`src/rtl/gpio_bank_if.sv`:
```
// gpio_bank_if: data-memory bus seen by gpio_bank (word write, registered read).
// The core drives WE/A/WD through the master modport; the bank returns RD.
interface gpio_bank_if;
    logic        WE;
    logic [31:0] A;
    logic [31:0] WD;
    logic [31:0] RD;

    modport master (output WE, output A, output WD, input RD);
    modport slave  (input WE, input A, input WD, output RD);
endinterface

```
`src/rtl/gpio_bank.sv`:
```
// gpio_bank: memory-mapped GPIO bank with set/clear aliases and a two-flop input sync.
// Define GPIO_BANK_IRQ_EN to build the IE/IS/EDGE edge-interrupt block and irq.
module gpio_bank #(
    parameter logic [31:0] BASE_ADDR = 32'h8000_0000,
    parameter int unsigned N_PINS    = 8
) (
    input  logic              CLK,
    input  logic              reset,
    gpio_bank_if.slave        bus,
    input  logic [N_PINS-1:0] gpio_in,
    output logic [N_PINS-1:0] gpio_out,
    output logic [N_PINS-1:0] gpio_oe,
    output logic              irq
);

    typedef enum logic [2:0] {
        R_OUT  = 3'd0,
        R_DIR  = 3'd1,
        R_IN   = 3'd2,
        R_SET  = 3'd3,
        R_CLR  = 3'd4,
        R_IE   = 3'd5,
        R_IS   = 3'd6,
        R_EDGE = 3'd7
    } reg_off_t;

    reg_off_t          off;
    logic              sel;
    logic              wr;
    logic [N_PINS-1:0] wd;
    logic [N_PINS-1:0] out_r;
    logic [N_PINS-1:0] dir_r;
    logic [N_PINS-1:0] sync1;
    logic [N_PINS-1:0] sync2;
    logic [31:0]       rd_next;
    logic              unused_bits;

    assign sel = (bus.A[31:5] == BASE_ADDR[31:5]);
    assign off = reg_off_t'(bus.A[4:2]);
    assign wr  = bus.WE & sel;
    assign wd  = bus.WD[N_PINS-1:0];

    // Byte lane and data bits above N_PINS have no destination.
    assign unused_bits = ^{bus.A[1:0], bus.WD};

    assign gpio_out = out_r;
    assign gpio_oe  = dir_r;

`ifdef GPIO_BANK_IRQ_EN
    logic [N_PINS-1:0] ie_r;
    logic [N_PINS-1:0] is_r;
    logic [N_PINS-1:0] edge_r;
    logic [N_PINS-1:0] prev;
    logic [N_PINS-1:0] edge_hit;
    logic [N_PINS-1:0] w1c;

    // A change qualifies when the new level matches the selected polarity.
    assign edge_hit = (sync2 ^ prev) & ~(sync2 ^ edge_r);
    assign w1c      = (wr && off == R_IS) ? wd : '0;
    assign irq      = |(is_r & ie_r);

    always_ff @(posedge CLK or posedge reset) begin
        if (reset) begin
            ie_r   <= '0;
            is_r   <= '0;
            edge_r <= '0;
            prev   <= '0;
        end else begin
            prev <= sync2;
            // A new edge overrides a clear of the same bit.
            is_r <= (is_r & ~w1c) | edge_hit;
            if (wr && off == R_IE)   ie_r   <= wd;
            if (wr && off == R_EDGE) edge_r <= wd;
        end
    end
`else
    assign irq = 1'b0;
`endif

    always_comb begin
        rd_next = '0;
        if (sel) begin
            case (off)
                R_OUT:   rd_next = 32'(out_r);
                R_DIR:   rd_next = 32'(dir_r);
                R_IN:    rd_next = 32'(sync2);
`ifdef GPIO_BANK_IRQ_EN
                R_IE:    rd_next = 32'(ie_r);
                R_IS:    rd_next = 32'(is_r);
                R_EDGE:  rd_next = 32'(edge_r);
`endif
                default: rd_next = '0;
            endcase
        end
    end

    always_ff @(posedge CLK or posedge reset) begin
        if (reset) begin
            out_r  <= '0;
            dir_r  <= '0;
            sync1  <= '0;
            sync2  <= '0;
            bus.RD <= '0;
        end else begin
            sync1  <= gpio_in;
            sync2  <= sync1;
            bus.RD <= rd_next;
            if (wr) begin
                case (off)
                    R_OUT:   out_r <= wd;
                    R_DIR:   dir_r <= wd;
                    R_SET:   out_r <= out_r | wd;
                    R_CLR:   out_r <= out_r & ~wd;
                    default: ;
                endcase
            end
        end
    end

endmodule

```
`src/flat_wrapper.sv`:
```
// flat-port wrapper written by rule: the top's interface ports become plain ports
module gpio_bank_flat 
#(
    parameter logic [31:0] BASE_ADDR = 32'h8000_0000,
    parameter int unsigned N_PINS    = 8
)
  (CLK, reset, gpio_in, gpio_out, gpio_oe, irq, bus_WE, bus_A, bus_WD, bus_RD);
  gpio_bank_if bus_i ();
  input  logic CLK;
  input  logic reset;
  input  logic [N_PINS-1:0] gpio_in;
  output logic [N_PINS-1:0] gpio_out;
  output logic [N_PINS-1:0] gpio_oe;
  output logic irq;
  input wire logic [$bits(bus_i.WE)-1:0] bus_WE;
  input wire logic [$bits(bus_i.A)-1:0] bus_A;
  input wire logic [$bits(bus_i.WD)-1:0] bus_WD;
  output wire logic [$bits(bus_i.RD)-1:0] bus_RD;
  assign bus_i.WE = bus_WE;
  assign bus_i.A = bus_A;
  assign bus_i.WD = bus_WD;
  assign bus_RD = bus_i.RD;
  gpio_bank #(.BASE_ADDR(BASE_ADDR), .N_PINS(N_PINS)) u_core (.CLK(CLK), .reset(reset), .bus(bus_i), .gpio_in(gpio_in), .gpio_out(gpio_out), .gpio_oe(gpio_oe), .irq(irq));
endmodule
```
`config.mk`:
```
export PLATFORM = sky130hd
export DESIGN_NAME = gpio_bank_flat
export DESIGN_NICKNAME = d
export VERILOG_FILES = /design/src/rtl/gpio_bank_if.sv /design/src/rtl/gpio_bank.sv /design/src/flat_wrapper.sv
export SDC_FILE = /design/constraint.sdc
export NUM_CORES = 1
export LEC_CHECK = 0
export CAP_MARGIN = 30
export CELL_PAD_IN_SITES_DETAIL_PLACEMENT = 1
export CELL_PAD_IN_SITES_GLOBAL_PLACEMENT = 1
export CORE_MARGIN = 1.5
export CORE_UTILIZATION = 23
export CTS_CLUSTER_DIAMETER = 60
export DETAILED_ROUTE_END_ITERATION = 16
export GPL_TIMING_DRIVEN = 1
export PLACE_DENSITY_LB_ADDON = 0.1
export SYNTH_ARGS = -nofsm -noshare
export SYNTH_HDL_FRONTEND = slang
export SYNTH_SLANG_ARGS = --single-unit
```
`constraint.sdc`:
```
create_clock -name CLK -period 1.11 [get_ports CLK]
set_input_delay 0.222 -clock CLK [delete_from_list [all_inputs] [get_ports CLK]]
set_output_delay 0.222 -clock CLK [all_outputs]
set_load 0.02 [all_outputs]
```
# Word-level counts from Yosys, hierarchy flattened
# Cells that the tools add are included.
# op_classes
n_reduce_logical,4
eq_ne,5
n_bitwise,4
mux,3
# ops
cell,count
8-bit case mux with 3 select lines,2
32-bit 2-to-1 mux,1
27-bit equality test (second input constant),1
8-bit AND,1
8-bit inverter,1
8-bit bitwise OR,1
3-bit by 2-bit equality test with 1-bit output (second input constant),2
2-bit AND reduction,2
3-bit by 1-bit equality test with 1-bit output (second input constant),1
3-bit equality test (second input constant),1
3-bit zero test,1
3-bit nonzero test,1
1-bit AND,1
# totals
reg_bits,64
word_cells,21
input_bits,75
out_inout_bits,49

# Longest topological paths before layout
# logic_depth
depth_word,3
mapped_depth,6
mapped_depth_nobuf,4

# Worst setup path before layout
# OpenSTA, ideal clock, no wires.
# synth_path
kind,input port to flip-flop
start,in bus_A[14]
end,reg u_core.out_r[0] (netlist: u_core.gpio_out[0])
path_stages,4
setup_ns,0.125
n_path_buf,0
t_required_ns,0.985
setup_slack_ns,-0.557
arrival_ns,1.542
cell_sequence,nor4b_1 > nand4_1 > nor3_2 > mux2_2
# synth_via
elab_chain_cells,3
# synth_lines
item,line_no,text
start: declaration,flat_wrapper.sv:16,input wire logic [$bits(bus_i.A)-1:0] bus_A;
27-bit equality test,gpio_bank.sv:38,assign sel = (bus.A[31:5] == BASE_ADDR[31:5]);
1-bit AND,gpio_bank.sv:40,assign wr = bus.WE & sel;
2-bit AND reduction (no line),n/a,
end signal: assignment,gpio_bank.sv:110,R_OUT: out_r <= wd;
end signal: assignment,gpio_bank.sv:112,R_SET: out_r <= out_r | wd;
end signal: assignment,gpio_bank.sv:113,R_CLR: out_r <= out_r & ~wd;
end: declaration,gpio_bank.sv:31,logic [N_PINS-1:0] out_r;
# No other way between the ends.
# A chain may end at the register's enable or synchronous reset.

# Final worst setup path
# layout_path
start,in bus_A[19]
end,reg u_core.dir_r[2] (netlist: u_core.gpio_oe[2])
# layout_via
elab_chain_cells,3
# layout_lines
item,line_no,text
27-bit equality test,gpio_bank.sv:38,
1-bit AND,gpio_bank.sv:40,
2-bit AND reduction (no line),n/a,
end signal: assignment,gpio_bank.sv:111,R_DIR: dir_r <= wd;
end: declaration,gpio_bank.sv:32,logic [N_PINS-1:0] dir_r;
# No other way between the ends.

==> impl_metrics.tcl <==
set metrics [dict create \
    clock_insertion_delay_worst_skew_ns 0.30 \
    cts_sinks 40 \
    total_leakage_power_nw 1.53 \
    fin_cells 380 \
    placeableCoreArea_sq_mm 0.00781 \
    outcome "complete, but fails checks" \
    die_width_microns 93.2 \
    pin_count 124 \
    comb_power_share_pct 14.5 \
    synthesis.area_per_instance_sq_um 11.8 \
    p_per_cell_area_mw_per_mm2 1020 \
    hp-class "in -> async" \
    clkSlewWorstSetupHoldPaths_ns 0.09 \
    antenna_found_initial 0 \
    post_route_cells_drive_above_1_share_pct 46.8 \
    netSwitchingPower_uw 802 \
    synth_mux_area_share_pct 13.9 \
    final_core_utilization_pct 40.0 \
    detailed_place_hpwl_microns 3950 \
    worst-r2r-cell-count 3 \
    final.setup.worst_slack_ns -0.420 \
    crit_type "in -> reg" \
    min_period_ns 1.53 \
    start_util_pct 24.0 \
    required_time_of_the_critical_path_ns 1.30 \
    final-setup-viol-count 27 \
    post-route-period-util_pct 138 \
    synth_seq_cells 40 \
    drc 0 \
    reg2reg_to "u_core.gpio_out[1]$_DFFE_PP0P_" \
    grt_setup_unrepaired "yes" \
    postSynth.topFlopCell "sky130_fd_sc_hd__dfrtp_1" \
    num_antenna_cells 0 \
    ys_seq_area_share_pct 53.4 \
    grt-ovfl-total 0 \
    vias_per_cell 4.18 \
    synth_edf_count 0 \
    dpl-instance-area_sq_mm 0.00295 \
    post-route-cell-area_sq_mm 0.00313 \
    die-area_sq_mm 0.00869 \
    dpl.cell_count 363 \
    seqPwrFrac_pct 46.8 \
    largest_family_of_logic_cells_by_synthesized_area "multiplexers" \
    ctsLongestPathBuffers 2 \
    layout_fillers 870 \
    final-hold-violation-count 0 \
    flow.area_growth_from_synthesis_pct 66.9 \
    first_pass_grt_wire_length_microns 8650 \
    timing.fmax_ghz 0.654 \
    design.final.nets 352 \
    post_synth_adder_cell_area_pct 0 \
    worst_ir_drop_vdd_mv 0.549 \
    gp_congestion 0.685 \
    crit-reg2reg-launch "u_core.gpio_out[1]$_DFFE_PP0P_" \
    cts_made_buffers 5 \
    htree_levels 2 \
    source_of_the_critical_timing_path "bus_A[19]" \
    yosysUniqueCellTypes 29 \
    cts_hold_buf 0 \
    switching_share_pct 25.1 \
    routed_length_per_instance_microns 14.1 \
    worst_setup_path_end_kind "flop" \
    timing.critical_path.from_type "input pin" \
    via_count_of_the_first_global_routing_pass 1708 \
    drv.max_cap_violation_count 0 \
    synth_xor_area_share_pct 0 \
    final_antenna_net_count 0 \
    grt.total_usage_pct 13.3 \
    io_buffer_count 72 \
    final_wirelength_microns 5350 \
    synth-simple-area-share_pct 11.3 \
    core.rowCount 32 \
    p_int_mw 2.39 \
    pin_count_of_the_biggest_net_entering_global_routing 41 \
    synthesis.instances 159 \
    synth_async_sr_flop_share_pct 100 \
    die_y_microns 93.2 \
    clock_tree.root_cell "sky130_fd_sc_hd__clkbuf_8" \
    drt_first_iter_violations 46 \
    critical_path.endpoint "u_core.gpio_oe[2]$_DFFE_PP0P_" \
    route.vias.total 1590 \
    synth_area_sq_mm 0.00187 \
    yosys_warnings 0 \
    worstPathArrival_ns 1.72 \
    failed_checks "negative setup slack" \
    finClkSkew_ns 0.00597 \
    worst_path_max_fanout 6 \
    synth_compound_area_share_pct 9.62 \
    maxSlewViolCount 0 \
    worst-r2r-setup-slack_ns -0.18 \
    dr.pass1.iters 3 \
    clock_power_share_pct 38.8 \
    cts_tree "yes" \
]
-- state kept, by name, indices dropped and copies added (netlist names) --
signal and flops:
u_core.bus.RD 8, u_core.gpio_oe 8, u_core.gpio_out 8, u_core.sync1 8
u_core.sync2 8
-- cells by family after synthesis --
family,Yosys count
compound gates,26
flops,40
buf+inv,32
other cells,1
mux,24
simple gates,36
-- routing by layer --
metal	global-route usage [%]	share of wire (%)	vias up
met1	17.3	42	769
met2	21.3	50	61
met3	3.41	6.2	12
met5	0	0	-
li1	-	-	748
met4	4.42	1.8	0
-- worst min path at each step --
stage                                     endpoint  cells after the start  slack (ns)                 startpoint
floorplan               u_core.bus.RD[0]$_DFF_PP0_                      1        0.20                      reset
finish               u_core.gpio_oe[0]$_DFFE_PP0P_                      3        0.31                      reset
CTS                 u_core.gpio_out[2]$_DFFE_PP0P_                      3        0.31                      reset
global placement         u_core.sync2[3]$_DFF_PP0_                      0        0.33  u_core.sync1[3]$_DFF_PP0_
global route             u_core.sync1[5]$_DFF_PP0_                      3        0.34                      reset
detailed placement       u_core.sync2[3]$_DFF_PP0_                      0        0.34  u_core.sync1[3]$_DFF_PP0_
-- worst max-delay path, stage by stage --
cell,delay (ns)
sky130_fd_sc_hd__buf_6,0.09
sky130_fd_sc_hd__nor4_4,0.30
sky130_fd_sc_hd__nand4_1,0.19
sky130_fd_sc_hd__buf_4,0.19
sky130_fd_sc_hd__nor4_4,0.24
sky130_fd_sc_hd__buf_6,0.19
sky130_fd_sc_hd__mux2_4,0.30
-- area by class of cell --
cell class / count / area (sq um) / share of cell area (%)
Multi-Input combinational cell: 111 / 911 / 29.1
Clock buffer: 5 / 68.8 / 2.20
Sequential cell: 40 / 1000 / 32.1
Tap cell: 102 / 128 / 4.08
Timing Repair Buffer: 117 / 957 / 30.6
Clock inverter: 3 / 46.3 / 1.48
Inverter: 2 / 11.3 / 0.360
-- cell usage in the layout, fill, tap and decap left out, drive strengths merged, types with 2 or more instances in the layout --
cell type and instances:
a21oi 8, nand4 2, mux2 16, clkdlybuf4s50 17, nor3b 3, conb 25, inv 2, clkbuf 8
nor4 6, buf 87, dlygate4sd2 3, clkinvlp 2, a221o 3, mux2i 8, clkdlybuf4s15 6, dfrtp 40
a21o 3, nor2b 2, a22o 5, nor2 16, nor3 2, o21ai 5
-- what timing repair did --
item                       4_1_cts  5_1_grt
pin swaps                       11       12
setup endpoints to repair       48       31
setup buffers                    8        4
resized for setup              226       19
-- power by group through the flow --
| stage | combinational [mW] | clock [mW] | sequential [mW] |
|---|---|---|---|
| final | 0.462 | 1.24 | 1.49 |
| after global routing | 0.504 | 1.34 | 1.50 |
| after CTS | 0.460 | 1.28 | 1.49 |
| after detailed placement | 0.460 | 0 | 1.52 |
| after global placement | 0.458 | 0 | 1.52 |
| after floorplan | 0.252 | 0 | 1.52 |
-- through the flow --
stage / setup slack, ns / setup TNS [ns] / hold WS, ns / total power, mW
CTS: -0.412 / -8.65 / 0.312 / 3.24
global placement: -1.04 / -25.59 / 0.334 / 1.98
global route: -0.500 / -10.92 / 0.338 / 3.34
finish: -0.420 / -8.48 / 0.313 / 3.19
detailed placement: -1.07 / -26.07 / 0.336 / 1.98
floorplan: -0.552 / -10.36 / 0.201 / 1.77
-- cell usage after synthesis, drive strengths merged (3+ instances only) --
master / instances / share of area (%)
a21o: 3 / 1.2
nor3b: 3 / 1.2
mux2: 16 / 9.6
nor2: 16 / 3.2
o21ai: 5 / 1.3
a21oi: 8 / 2.1
nor4: 6 / 2.8
a22o: 5 / 2.3
mux2i: 8 / 4.3
buf: 29 / 11
dfrtp: 40 / 53
a221o: 3 / 1.6
(Power assumes the default switching activity.)
